File: src/rtl/score_display_ctrl.sv
// Score display sequencer: owns the current and high score, picks the value
// sent to the 7-seg decoder and runs the game-over blink/alternate sequence.
module score_display_ctrl #(
  parameter int unsigned MAX_SCORE   = 64,
  parameter int unsigned TICK_DIV    = 25000000,
  parameter int unsigned BLINK_TICKS = 6,
  parameter int unsigned ALT_TICKS   = 4
) (
  input  logic       clk,
  input  logic       rst_n,
  input  logic       game_start,
  input  logic       round_won,
  input  logic       game_over,
  output logic [6:0] score_x,
  output logic       blank,
  output logic       show_hi,
  output logic       new_record,
  output logic [6:0] score,
  output logic [6:0] hi_score,
  output logic [1:0] state
);

  localparam int unsigned SW   = 7;
  localparam int unsigned CW   = (TICK_DIV > 1) ? $clog2(TICK_DIV) : 1;
  localparam int unsigned IMAX = (BLINK_TICKS > ALT_TICKS) ? BLINK_TICKS : ALT_TICKS;
  localparam int unsigned IW   = $clog2(IMAX + 1);

  typedef enum logic [1:0] {
    S_IDLE  = 2'd0,
    S_PLAY  = 2'd1,
    S_BLINK = 2'd2,
    S_SHOW  = 2'd3
  } state_t;

  state_t          state_q, state_d;
  logic [SW-1:0]   score_q, score_d;
  logic [SW-1:0]   hi_q, hi_d;
  logic            rec_q, rec_d;
  logic [CW-1:0]   cnt_q, cnt_d;
  logic [IW-1:0]   idx_q, idx_d;
  logic [IW-1:0]   idx_inc;
  logic            alt_q, alt_d;
  logic            blank_q, blank_d;
  logic            show_hi_q, show_hi_d;
  logic [SW-1:0]   score_x_q, score_x_d;
  logic            in_over;
  logic            tick;
  logic            entering;

  assign in_over = (state_q == S_BLINK) || (state_q == S_SHOW);
  assign tick    = in_over && (cnt_q == CW'(TICK_DIV - 1));
  assign idx_inc = idx_q + IW'(1);

  // State and datapath registers
  always_ff @(posedge clk or negedge rst_n) begin
    if (!rst_n) begin
      state_q   <= S_IDLE;
      score_q   <= '0;
      hi_q      <= '0;
      rec_q     <= 1'b0;
      cnt_q     <= '0;
      idx_q     <= '0;
      alt_q     <= 1'b0;
      blank_q   <= 1'b0;
      show_hi_q <= 1'b1;
      score_x_q <= '0;
    end else begin
      state_q   <= state_d;
      score_q   <= score_d;
      hi_q      <= hi_d;
      rec_q     <= rec_d;
      cnt_q     <= cnt_d;
      idx_q     <= idx_d;
      alt_q     <= alt_d;
      blank_q   <= blank_d;
      show_hi_q <= show_hi_d;
      score_x_q <= score_x_d;
    end
  end

  // Next state and score bookkeeping; game_start > game_over > round_won
  always_comb begin
    state_d = state_q;
    score_d = score_q;
    hi_d    = hi_q;
    rec_d   = rec_q;
    unique case (state_q)
      S_IDLE: begin
        if (game_start) begin
          state_d = S_PLAY;
          score_d = '0;
          rec_d   = 1'b0;
        end
      end
      S_PLAY: begin
        if (game_start) begin
          score_d = '0;
        end else if (game_over) begin
          state_d = S_BLINK;
          if (score_q > hi_q) begin
            hi_d  = score_q;
            rec_d = 1'b1;
          end
        end else if (round_won && (score_q < SW'(MAX_SCORE))) begin
          score_d = score_q + SW'(1);
        end
      end
      S_BLINK: begin
        if (game_start) begin
          state_d = S_PLAY;
          score_d = '0;
          rec_d   = 1'b0;
        end else if (tick && (idx_inc == IW'(BLINK_TICKS))) begin
          state_d = S_SHOW;
        end
      end
      default: begin
        if (game_start) begin
          state_d = S_PLAY;
          score_d = '0;
          rec_d   = 1'b0;
        end
      end
    endcase
  end

  // Tick timer, blink/alternate phase and next registered display outputs
  always_comb begin
    entering = (state_d != state_q);
    cnt_d    = '0;
    idx_d    = '0;
    alt_d    = 1'b0;
    blank_d  = 1'b0;
    if (!entering && in_over) begin
      cnt_d   = tick ? '0 : cnt_q + CW'(1);
      idx_d   = idx_q;
      alt_d   = alt_q;
      blank_d = blank_q;
      if (tick) begin
        if (state_q == S_BLINK) begin
          idx_d   = idx_inc;
          blank_d = ~blank_q;
        end else if (idx_inc == IW'(ALT_TICKS)) begin
          idx_d = '0;
          alt_d = ~alt_q;
        end else begin
          idx_d = idx_inc;
        end
      end
    end
    show_hi_d = (state_d == S_IDLE) || ((state_d == S_SHOW) && alt_d);
    score_x_d = show_hi_d ? hi_d : score_d;
  end

  assign score_x    = score_x_q;
  assign blank      = blank_q;
  assign show_hi    = show_hi_q;
  assign new_record = rec_q;
  assign score      = score_q;
  assign hi_score   = hi_q;
  assign state      = state_q;

endmodule

File: config.mk
export PLATFORM = sky130hd
export DESIGN_NAME = score_display_ctrl
export DESIGN_NICKNAME = d
export VERILOG_FILES = /design/src/rtl/score_display_ctrl.sv
export SDC_FILE = /design/constraint.sdc
export NUM_CORES = 1
export LEC_CHECK = 0
export BUFFER_PORTS_ARGS = -buffer_cell sky130_fd_sc_hd__buf_2
export CORE_ASPECT_RATIO = 0.5
export CORE_MARGIN = 8
export CORE_UTILIZATION = 55
export DETAILED_ROUTE_END_ITERATION = 8
export PLACE_DENSITY_LB_ADDON = 0.15
export RECOVER_POWER = 100
export SLEW_MARGIN = 10
export SYNTH_ARGS = -nofsm -noshare
export SYNTH_HDL_FRONTEND = slang
export SYNTH_SLANG_ARGS = --single-unit
File: constraint.sdc
create_clock -name clk -period 4.2 [get_ports clk]
set_input_delay 0.42 -clock clk [delete_from_list [all_inputs] [get_ports clk]]
set_output_delay 0.42 -clock clk [all_outputs]
set_load 0.01 [all_outputs]
# --- After elaboration in Yosys (flattened, before gate mapping) ---
# Index checks and enable logic that the tools add are counted.
totals:
  register_bits: 55
  romBits: 0
  inputBits: 5
  latchBits: 0
  out_inout_bits: 26
  ramBits: 0
  mem_count: 0
  elab_cells: 76
op_classes:
  n_bitwise: 2
  order_cmp: 2
  div: 0
  mux: 34
  n_mul: 0
  reduce_logical: 14
  addsub: 3
  n_eq_ne: 11
  shifts: 0
op_table:
  columns: ["cell", "n"]
  rows:
  - ["7-bit 2-to-1 mux", 10]
  - ["25-bit 2-to-1 mux", 2]
  - ["25-bit by 1-bit adder with 25-bit output (second input constant)", 1]
  - ["25-bit equality test (second input constant)", 1]
  - ["1-bit 2-to-1 mux", 12]
  - ["3-bit 2-to-1 mux", 4]
  - ["2-bit 2-to-1 mux", 5]
  - ["7-bit by 1-bit adder with 7-bit output (second input constant)", 1]
  - ["7-bit > comparator", 1]
  - ["7-bit < comparator (second input constant)", 1]
  - ["2-bit equality test (second input constant)", 3]
  - ["3-bit equality test (second input constant)", 2]
  - ["2-bit inequality test (second input constant)", 3]
  - ["2-bit nonzero test", 3]
  - ["1-bit logical AND", 5]
  - ["2-bit case mux with 2 select lines", 1]
  - ["4-bit AND reduction", 1]
  - ["3-bit by 1-bit adder with 3-bit output (second input constant)", 1]
  - ["2-bit by 1-bit equality test with 1-bit output (second input constant)", 1]
  - ["2-bit logical NOT", 1]
  - ["1-bit logical OR", 2]
  - ["2-bit inequality test", 1]
  - ["1-bit inverter", 2]
  - ["2-bit AND reduction", 1]
  - ["1-bit logical NOT", 1]

# --- Longest topological paths before layout ---
logic_depth:
  ltp_word: 14
  depth_mapped: 10
  ltp_nobuf: 9

# --- Worst setup path before layout ---
# OpenSTA, ideal clock, no wires.
synth_timing:
  path_kind: "reg-to-reg"
  start: "reg state_q[0], in the netlist state[0]"
  end: "reg score_x_q[0], in the netlist score_x[0]"
  n_path_buf: 1
  t_required_ns: 4.075
  setup_ns: 0.125
  stages_incl_launch_ff: 11
  slack_ns: 1.381
  period_less_slack_ns: 2.819
  arrival_ns: 2.694
  path_cell_list: "dfrtp_1 -> inv_1 -> ha_1 -> clkbuf_1 -> nand2b_1 -> a21oi_1 -> o22ai_1 -> a211oi_1 -> o211ai_2 -> mux2i_4 -> mux2_2"
synth_between:
  elab_chain_len: 14
  word_cells_on_any_way: 25
  classes_between: "eq/ne: 5; mux: 12; reduce/logical: 8"
synth_rtl:
  columns: ["item", "line_no", "source"]
  rows:
  - ["from (decl)", "35", "state_t state_q, state_d;"]
  - ["from (signal assigned)", "68", "state_q <= state_d;"]
  - ["2-bit equality test (on tied branches)", "50, 87, 140", null]
  - ["1-bit logical OR", "50", "assign in_over = (state_q == S_BLINK) || (state_q == S_SHOW);"]
  - ["1-bit logical AND", "51", "assign tick = in_over && (cnt_q == CW'(TICK_DIV - 1));"]
  - ["1-bit logical AND", "113", "end else if (tick && (idx_inc == IW'(BLINK_TICKS))) begin"]
  - ["2-bit 2-to-1 mux", "113", null]
  - ["2-bit 2-to-1 mux", "109", "if (game_start) begin"]
  - ["2-bit case mux with 2 select lines", "87", "unique case (state_q)"]
  - ["2-bit inequality test", "129", "entering = (state_d != state_q);"]
  - ["1-bit logical NOT", "134", "if (!entering && in_over) begin"]
  - ["1-bit logical AND", "134", null]
  - ["1-bit 2-to-1 mux", "134", null]
  - ["1-bit logical AND", "151", "show_hi_d = (state_d == S_IDLE) || ((state_d == S_SHOW) && alt_d);"]
  - ["1-bit logical OR *", "151", null]
  - ["named net show_hi_d", "44", "logic show_hi_q, show_hi_d;"]
  - ["7-bit 2-to-1 mux *", "152", "score_x_d = show_hi_d ? hi_d : score_d;"]
  - ["named net score_x_d[0]", "45", "logic [SW-1:0] score_x_q, score_x_d;"]
  - ["to (signal assigned)", "77", "score_x_q <= score_x_d;"]
  - ["to (decl)", "45", null]
# Mark *: on every way through the listed nets, which the timed path passes. The rest lies on a longest branch.
# A chain may end at the register's enable or synchronous reset.

# --- Final worst setup path ---
layout_timing:
  start: "reg state_q[0], in the netlist state[0]"
  end: "reg score_x_q[1], in the netlist score_x[1]"
# The elaborated chain is that of the path after synthesis.

==> run_results.csv <==
group,metric,value,unit
placed_design,gp_routability_congestion,0.819,
grt,track_usage,0.150,
worst_setup_path,critPathLaunchType,"flip-flop",
route,first_pass_iters,4,
logic_synthesis,synth_enable_flop_cells,0,
logic_synthesis,netlist_area,0.00294,mm2
grt,grt_pass1_vias,2085,
clock_tree,tritoncts,"done",
sta,tightestPinTransition,2.91,ns
route,antenna_violating_nets_post_route,0,
worst_setup_path,worstPathCellList,"inv_1 > ha_1 > o211ai_1 > or4_1 > a2111oi_4 > o211ai_2 > mux2i_1 > mux2_2",
route,initialDrtViolationCount,75,
logic_synthesis,postSynth.topFlopCell,"sky130_fd_sc_hd__dfrtp_1",
sta,setup-violations-final,0,
placed_design,placement.io_buffers,30,
grt,maximum_number_of_pins_on_one_net_before_global_route_repair,56,
clock_tree,post_cts_resize_count,0,
die,floorplan.die.width,119,um
worst_setup_path,critPathMaxStageDelay,0.74,ns
logic_synthesis,synth_area_leaders,"sky130_fd_sc_hd__dfrtp_1, sky130_fd_sc_hd__ha_1, sky130_fd_sc_hd__nor2_1",
clock_tree,number_of_buffers_added_by_the_clock_tree_synthesis_step,5,
clock_tree,clkSinkCount,55,
logic_synthesis,synthesis.nets,308,
logic_synthesis,synth_commonest_cells,"sky130_fd_sc_hd__dfrtp_1, sky130_fd_sc_hd__nor2_1, sky130_fd_sc_hd__xor2_1, sky130_fd_sc_hd__nand2_1",
logic_synthesis,synth_most_common_cell,"sky130_fd_sc_hd__dfrtp_1",
sta,post-route-min-period,3.54,ns
worst_setup_path,crit_fanout,13,
min_path,whs_path_depth,2,
sta,fmaxAchievable,0.282,GHz
clock_tree,clk_path_buf_depth,2,
layout,syn_to_final_growth,8.95,%
power_and_ir_drop,pwr_density_cell,407,mW/mm2
worst_setup_path,worst_path_dominant_cell_family,"multiplexers",
power_and_ir_drop,ir_worst_vdd,219,uV
sta,report.final.hold_viol_count,0,
die,ioPinCount,31,
die,die_height,67.7,um
grt,gr-total-overflow,0,
logic_synthesis,post_synth_num_cell_types,47,
run_status,run_status,"complete, but fails checks",
logic_synthesis,synthesis.instances,287,
sta,fin_skew,0.0102,ns
sta,final.setup.tns,0,ns
layout,fill_cells,412,
worst_setup_path,timing.critical_path.depth,8,
sta,grt_setup_unrepaired,"false",
layout,fin_util,0.637,
layout,drive_gt1_frac,0.0878,
power_and_ir_drop,p_total,1.30,mW
route,remaining_drc_errors,0,
route,drt-total-wl,5660,um
logic_synthesis,ys_async_sr_fraction,1.00,
clock_tree,cts.repair_timing.setup_buffer_count,0,
grt,grt_first_pass_wirelength,10000,um
clock_tree,h-tree-depth,2,
placed_design,detailed_place_hpwl,4090,um
die,die_area,0.00807,mm2
worst_setup_path,cp_data_arrival_time,3.74,ns
worst_setup_path,r2r_slack,0.66,ns
die,core_rows,18,
die,coreArea,0.00502,mm2
worst_setup_path,cpMaxStageDelayCell,"sky130_fd_sc_hd__mux2i_1",
die,initial_utilization,0.584,
route,viasPerCell,5.49,
logic_synthesis,synthesis.yosys.warnings,0,
worst_setup_path,setup.worst_path.end_class,"flip-flop",
clock_tree,path_clk_slew,0.11,ns
logic_synthesis,synth_seq_area_share,0.469,
logic_synthesis,post-synth-top-area-cell,"sky130_fd_sc_hd__dfrtp_1",
layout,antenna_cells_inserted,0,
clock_tree,cts-root-buf,"sky130_fd_sc_hd__clkbuf_8",
worst_setup_path,worstPathBufferInverterCount,1,
worst_setup_path,r2r_cells,8,
sta,worst_slew_margin_rel,-0.938,
worst_setup_path,timing.critical_path.required,4.40,ns
power_and_ir_drop,static_leak,1.36,nW
grt,grt_antenna_before_repair,0,
worst_setup_path,timing.setup.critical_path_class,"flip-flop to flip-flop",
route,dr_total_vias,2136,
logic_synthesis,number_of_synthesized_register_bits,55,
route,wl_per_cell,14.6,um
flow_run,maxCapViolations,1,
sta,post-route-period-util,0.844,
clock_tree,cts_hold_buffers,0,
min_path,holdCritPathClass,"input pin to flip-flop",
run_status,violations_in_the_final_reports,"max-capacitance violations, max-slew violations",
logic_synthesis,synthDominantCellAreaShare,0.460,
sta,slew_violations,56,
logic_synthesis,syn_avg_cell_area,10.2,um2
layout,layout.nets,339,
clock_tree,clock_insertion_delay_worst_skew,0.31,ns
kinds of logic (layout without fill, tap and decap cells):
logic type	Yosys count	count (layout)	synth area share
adders and majority gates	16	16	0.0682
DFF	55	55	0.469
AOI/OAI and AO/OA	34	34	0.0882
muxes	17	17	0.0682
xor gates and xnor gates	28	28	0.0835
and+or+nand+nor	114	114	0.193
buffers and inverters	23	55	0.0294
registers in the layout, indices dropped and copies added, names as in the netlist:
signal	cells
state	2
score	7
score_x	7
alt_q	1
hi_score	7
show_hi	1
blank	1
idx_q	3
cnt_q	25
new_record	1
cell usage in the layout (no fill, tap or decap), types with 2 or more instances in the layout:
cell type / Yosys / final
sky130_fd_sc_hd__nor2_1: 45 / 45
sky130_fd_sc_hd__ha_1: 16 / 16
sky130_fd_sc_hd__and3_1: 4 / 4
sky130_fd_sc_hd__mux2_1: 0 / 7
sky130_fd_sc_hd__o21ai_0: 5 / 5
sky130_fd_sc_hd__nand2_1: 17 / 17
sky130_fd_sc_hd__a211oi_1: 3 / 3
sky130_fd_sc_hd__clkinvlp_4: 0 / 2
sky130_fd_sc_hd__xnor2_1: 10 / 10
sky130_fd_sc_hd__inv_1: 16 / 16
sky130_fd_sc_hd__dfrtp_1: 54 / 54
sky130_fd_sc_hd__nand3b_1: 2 / 2
sky130_fd_sc_hd__mux2i_1: 2 / 3
sky130_fd_sc_hd__clkbuf_1: 7 / 27
sky130_fd_sc_hd__or3_1: 3 / 3
sky130_fd_sc_hd__nor2b_1: 2 / 2
sky130_fd_sc_hd__nand3_1: 14 / 14
sky130_fd_sc_hd__o211ai_1: 3 / 3
sky130_fd_sc_hd__nor3_1: 4 / 4
sky130_fd_sc_hd__xor2_1: 18 / 18
sky130_fd_sc_hd__buf_2: 0 / 4
sky130_fd_sc_hd__a21oi_1: 7 / 7
sky130_fd_sc_hd__and4bb_2: 2 / 2
sky130_fd_sc_hd__a31oi_1: 2 / 2
sky130_fd_sc_hd__clkbuf_8: 0 / 5
sky130_fd_sc_hd__and3_2: 2 / 2
sky130_fd_sc_hd__mux2_2: 14 / 7
sky130_fd_sc_hd__nand2b_1: 6 / 6
sky130_fd_sc_hd__nand4_1: 7 / 7
final timing paths:
check / start / end
setup / recovery: state[0] / score_x[1]
hold / removal: game_start / score[5]
setup reg to reg: state[0] / score_x[1]
hold reg to reg: new_record / new_record
max in group asynchronous: rst_n / new_record
min in group asynchronous: rst_n / cnt_q[20]
routing by layer:
metal	GRT usage	vias to the layer above	part of all wire
li1	-	1058	-
met1	0.190	1047	0.49
met2	0.254	29	0.47
met3	0.0458	2	0.041
met4	0.0262	0	0.00071
met5	0	-	0
power by group:
part	total (mW)	switching (mW)	internal [mW]	leakage, nW
clock network	0.300	0.181	0.120	0.0408
registers	0.602	0.0372	0.565	0.762
logic	0.398	0.263	0.135	0.558
total	1.30	0.481	0.820	1.36
cell type report:
| cell class | instances | area, um2 | area share |
|---|---|---|---|
| Sequential cell | 55 | 1380 | 0.431 |
| Tap cell | 70 | 87.6 | 0.0274 |
| Multi-Input combinational cell | 209 | 1460 | 0.456 |
| Inverter | 16 | 60.1 | 0.0188 |
| Clock buffer | 5 | 68.8 | 0.0215 |
| Timing Repair Buffer | 31 | 121 | 0.0379 |
| Clock inverter | 3 | 23.8 | 0.00743 |
through the flow:
| step | hold slack, ns | std cells | setup WS [ns] | instance area, um2 |
|---|---|---|---|---|
| 2_1_floorplan | 0.124 | 287 | 1.38 | 2940 |
| 3_3_place_gp | 0.492 | 381 | 1.14 | 3150 |
| 3_5_place_dp | 0.497 | 381 | 1.03 | 3150 |
| 4_1_cts | 0.258 | 389 | 1.02 | 3250 |
| 5_1_grt | 0.520 | 389 | 0.405 | 3200 |
| 6_report | 0.518 | 389 | 0.657 | 3200 |
Power figures use the tool's default switching activity.
